`config.mk`:
```
export PLATFORM = sky130hd
export DESIGN_NAME = ex_rf_fwd_unit
export DESIGN_NICKNAME = d
export VERILOG_FILES = /design/src/rtl/ex_rf_fwd_unit.sv
export SDC_FILE = /design/constraint.sdc
export NUM_CORES = 1
export LEC_CHECK = 0
export BUFFER_PORTS_ARGS = -buffer_cell sky130_fd_sc_hd__buf_2
export CAP_MARGIN = 20
export CORE_AREA = 2 2 190 192
export DETAILED_ROUTE_END_ITERATION = 12
export DIE_AREA = 0 0 192 194
export HOLD_SLACK_MARGIN = 0.02
export PLACE_DENSITY_LB_ADDON = 0.25
export SYNTH_ARGS = -nofsm -noshare
export SYNTH_HDL_FRONTEND = slang
export SYNTH_HIERARCHICAL = 1
export SYNTH_SLANG_ARGS = --single-unit
```
`constraint.sdc`:
```
create_clock -name clk_i -period 3.1 [get_ports clk_i]
set_input_delay 0.31 -clock clk_i [delete_from_list [all_inputs] [get_ports clk_i]]
set_output_delay 0.31 -clock clk_i [all_outputs]
set_load 0.005 [all_outputs]
```
`src/rtl/ex_rf_fwd_unit.sv`:
```
// RF-stage operand forwarding and load-use stall detection: tracks the destination of the
// instructions in EX/MEM/WB and selects the newest producer for each RF source operand.

module ex_rf_fwd_op #(
    parameter int REG_W    = 5,
    parameter int DATA_W   = 64,
    parameter int ZERO_REG = 31
) (
    input  logic [REG_W-1:0]            src_i,
    input  logic                        used_i,
    input  logic [2:0][REG_W-1:0]       rd_i,    // 0=EX, 1=MEM, 2=WB
    input  logic [2:0]                  wr_i,
    input  logic [3:0][DATA_W-1:0]      cand_i,  // indexed by select code
    output logic [1:0]                  sel_o,
    output logic [DATA_W-1:0]           data_o,
    output logic                        ex_hit_o
);
    localparam logic [REG_W-1:0] ZR = REG_W'(ZERO_REG);

    logic [2:0] hit;

    always_comb begin
        for (int s = 0; s < 3; s++)
            hit[s] = wr_i[s] && (rd_i[s] == src_i) && used_i && (src_i != ZR);
    end

    // Newest producer wins: EX over MEM over WB.
    always_comb begin
        sel_o = 2'd0;
        if (hit[0])      sel_o = 2'd1;
        else if (hit[1]) sel_o = 2'd2;
        else if (hit[2]) sel_o = 2'd3;
    end

    assign data_o   = cand_i[sel_o];
    assign ex_hit_o = hit[0];
endmodule

module ex_rf_fwd_unit #(
    parameter int REG_W    = 5,
    parameter int DATA_W   = 64,
    parameter int ZERO_REG = 31,
    parameter int CNT_W    = 16
) (
    input  logic              clk_i,
    input  logic              rst_ni,
    input  logic [REG_W-1:0]  rf_rn_i,
    input  logic [REG_W-1:0]  rf_rm_i,
    input  logic              rf_rn_used_i,
    input  logic              rf_rm_used_i,
    input  logic [REG_W-1:0]  rf_rd_i,
    input  logic              rf_regwrite_i,
    input  logic              rf_load_i,
    input  logic              flush_i,
    input  logic [DATA_W-1:0] ex_result_i,
    input  logic [DATA_W-1:0] mem_result_i,
    input  logic [DATA_W-1:0] wb_result_i,
    input  logic [DATA_W-1:0] rf_data_a_i,
    input  logic [DATA_W-1:0] rf_data_b_i,
    output logic [1:0]        fwd_a_sel_o,
    output logic [1:0]        fwd_b_sel_o,
    output logic [DATA_W-1:0] fwd_a_data_o,
    output logic [DATA_W-1:0] fwd_b_data_o,
    output logic              stall_o,
    output logic [CNT_W-1:0]  stall_count_o
);
    typedef struct packed {
        logic [REG_W-1:0] rd;
        logic             wr;
    } trk_t;

    // The load flag only matters while the producer sits in EX, so it is not carried further.
    trk_t             ex_q, mem_q, wb_q, ex_d;
    logic             ex_ld_q, ex_ld_d;
    logic [CNT_W-1:0] cnt_q, cnt_d;

    logic [1:0][REG_W-1:0]     src;
    logic [1:0]                used;
    logic [1:0][1:0]           sel;
    logic [1:0][DATA_W-1:0]    data;
    logic [1:0]                ex_hit;
    logic [1:0][DATA_W-1:0]    rf_data;

    assign src     = {rf_rm_i, rf_rn_i};
    assign used    = {rf_rm_used_i, rf_rn_used_i};
    assign rf_data = {rf_data_b_i, rf_data_a_i};

    for (genvar g = 0; g < 2; g++) begin : g_op
        ex_rf_fwd_op #(.REG_W(REG_W), .DATA_W(DATA_W), .ZERO_REG(ZERO_REG)) u_op (
            .src_i    (src[g]),
            .used_i   (used[g]),
            .rd_i     ({wb_q.rd, mem_q.rd, ex_q.rd}),
            .wr_i     ({wb_q.wr, mem_q.wr, ex_q.wr}),
            .cand_i   ({wb_result_i, mem_result_i, ex_result_i, rf_data[g]}),
            .sel_o    (sel[g]),
            .data_o   (data[g]),
            .ex_hit_o (ex_hit[g])
        );
    end

    assign fwd_a_sel_o  = sel[0];
    assign fwd_b_sel_o  = sel[1];
    assign fwd_a_data_o = data[0];
    assign fwd_b_data_o = data[1];

    // A squashed instruction never stalls.
    assign stall_o       = ~flush_i & ex_ld_q & ex_q.wr & (|ex_hit);
    assign stall_count_o = cnt_q;

    always_comb begin
        ex_d    = '{rd: rf_rd_i, wr: rf_regwrite_i};
        ex_ld_d = rf_load_i;
        if (stall_o || flush_i) begin
            ex_d    = '0;
            ex_ld_d = 1'b0;
        end
        cnt_d = cnt_q;
        if (stall_o && (cnt_q != {CNT_W{1'b1}}))
            cnt_d = cnt_q + 1'b1;
    end

    always_ff @(posedge clk_i or negedge rst_ni) begin
        if (!rst_ni) begin
            ex_q    <= '0;
            mem_q   <= '0;
            wb_q    <= '0;
            ex_ld_q <= 1'b0;
            cnt_q   <= '0;
        end else begin
            wb_q    <= mem_q;
            mem_q   <= ex_q;
            ex_q    <= ex_d;
            ex_ld_q <= ex_ld_d;
            cnt_q   <= cnt_d;
        end
    end
endmodule

```
==> out/results.ini <==
[final_layout]
layout_commonest_cell=buf_2
final_cell_mix=buf_2 (490), o32a_1 (100), o221a_2 (100), nor3_1 (56), xnor2_1 (43)
seqCellArea_um2=875.8
multi_input_area_mm2=0.003874
layout.nets=1360
area_growth_syn_to_layout_pct=61.74
fillers=4027
drive_gt1_share_pct=63.65
post-route-util_pct=23.56

[clocking]
cts_root_buf=clkbuf_16
cts_made_buffers=5
post_cts_buffers=0
worstSkewPairLatency_ns=0.27
path_clk_slew_ns=0.06
h-tree-depth=2
clock_path_buffers=2
cts_num_sinks=35
cts_resized=0
cts_tree=built
hold_buffers=0

[outcome]
status=complete, no violations

[die]
rows=69
start_util_pct=14.57
die_y_um=194
die_area_mm2=0.03725
core-area_mm2=0.03522
die_w_um=192
io-pin-count=491

[power_and_ir_drop]
power_leakage_nw=3.591
ir_worst_vdd_mv=0.1825
power.density_mw_per_mm2=213.5
power.total_mw=1.772

[job]
maxCapViolations=0

[sta]
fin_skew_ns=0.004183
fin_crit_ns=2.906
worstMarginPinSlew_ns=0.7737
rsz0062_at_grt=no
whs_ns=0.1114
finalSetupViolCount=0
drv_slew=0
fin_crit_sh_pct=93.76
relSlewSlack_pct=48.42
finalHoldViolCount=0
fmax_mhz=344.1
fin_setup_tns_ns=0

[synth]
syn_nets=908
synth_cell_types=37
synth-seq-area-share_pct=17.07
yosysWarnings=6
yosysTopAreaCell=o221a_2
ys_top_cells_by_area=o221a_2 (22%), o32a_1 (20%), dfrtp_1 (17%)
netlist_instances=565
yosys.area.top_type_share_pct=21.95
avgSynthCellArea_um2=9.082
synth_area_mm2=0.005131
synth_seq_cells=35

[drt]
drc=0
viasPerCell=5.320
final_antenna_net_count=0
vias=7970
wire_per_inst_um=24.79
drt-pass1-iter-count=5
drtIter0Drc=562
routed_wl_mm=37.13

[placement]
finalWeightedCongestion=0.9369
hpwl_mm=28.62
portBuffers=490

[setup_path]
rrSetupSlack_ns=0.64
crit_type=flip-flop to primary output
worstSetupStartpoint=wb_q[3]$_DFF_PN0_
timing.rr.start=ex_q[1]$_DFF_PN0_
cp-start-kind=flip-flop
end_kind=primary output
critPathRequiredTime_ns=2.79
worstPathArrival_ns=2.60
worst-path-max-fanout=50

[global_route]
grt_pass1_wl_mm=51.69
grt_max_degree=53
overflow=0
antenna_found_initial=20
grt_usage_pct=18.17
first_global_vias=7683

[min_path]
hold_path_class=input pin to async pin

## path summary, 6_finish.rpt
kind / endpoint / cells past startpoint
worst max-delay path: fwd_b_data_o[2] / 7
worst min-delay path: stall_count_o[13]$_DFFE_PN0P_ / 1
worst max register to register: stall_count_o[10]$_DFFE_PN0P_ / 8
worst min register to register: wb_q[0]$_DFF_PN0_ / 0
max in group asynchronous: stall_count_o[0]$_DFFE_PN0P_ / 1
min in group clk_i: ex_q[2]$_DFF_PN0_ / 2
## kinds of logic after synthesis
group / Yosys count / share of synthesized area (%)
AOI/OAI and AO/OA: 243 / 48.28
and+or+nand+nor: 163 / 18.19
buffers and inverters: 78 / 8.413
xor gates and xnor gates: 44 / 7.510
DFF: 35 / 17.07
muxes: 1 / 0.2925
adders and majority gates: 1 / 0.2438
## metrics by stage
stage                     instance area (µm²)  cells  setup WS (ns)
after CTS                                8252   1479         0.1847
after detailed placement                 8078   1471         0.4089
after global placement                   8078   1471         0.3604
final                                    8299   1498         0.1935
after global routing                     8294   1496         0.1264
after floorplan                          5131    565         0.5540
## worst max-delay path, cell delays in order (launching register included)
cell	delay, ns
dfrtp_1	0.41
xnor2_1	0.20
o211ai_1	0.12
or3_2	0.47
buf_4	0.30
o32a_1	0.48
o221a_2	0.15
buf_2	0.13
## cells in the mapped netlist
cell,n
inv_1,3
buf_2,25
or4b_4,1
nand4_1,13
nand3_2,2
ha_1,1
a21oi_1,4
o211ai_1,3
and3_1,4
buf_6,14
dfrtp_1,35
o221a_2,100
nand2b_1,1
nor2b_1,1
clkbuf_1,34
nand4_2,1
nor4_1,30
o32a_1,100
o21ai_0,2
and2_4,1
or3_4,2
o22ai_2,2
and2_1,7
o21ai_1,2
o21ai_2,2
xnor2_1,43
and4_1,3
or3_1,6
o32ai_1,28
nor2_1,5
xor2_1,1
nand2_1,14
mux2_4,1
nor3_1,58
clkbuf_2,2
nor3_2,2
nand3_1,12
## area by class of cell
| class | count | share of cell area, % |
|---|---|---|
| multi-input combinational | 452 | 46.68 |
| timing repair buffer | 520 | 33.02 |
| sequential | 35 | 10.55 |
| tap | 461 | 6.950 |
| clock buffer | 6 | 1.673 |
| antenna | 19 | 0.5729 |
| clock inverter | 2 | 0.4221 |
| inverter | 3 | 0.1357 |
## layer usage
| metal | share of wire (%) | vias up | global-route usage (%) |
|---|---|---|---|
| met5 | 0.094 | - | 0 |
| met1 | 40 | 3948 | 22.99 |
| li1 | - | 3450 | - |
| met3 | 7.8 | 74 | 2.968 |
| met4 | 3.6 | 6 | 6.644 |
| met2 | 49 | 492 | 30.83 |
## power breakdown
group / switching, mW / leakage, nW / internal, mW / total [mW]
clock: 0.177 / 0.0870 / 0.399 / 0.576
sequential: 0.0136 / 0.468 / 0.470 / 0.484
combinational: 0.328 / 3.04 / 0.385 / 0.712
## sequential cells by signal (all words and copies together) (netlist names)
signal / flops
ex_ld_q: 1
mem_q: 6
wb_q: 6
ex_q: 6
stall_count_o: 16
Power figures use the tool's default switching activity.
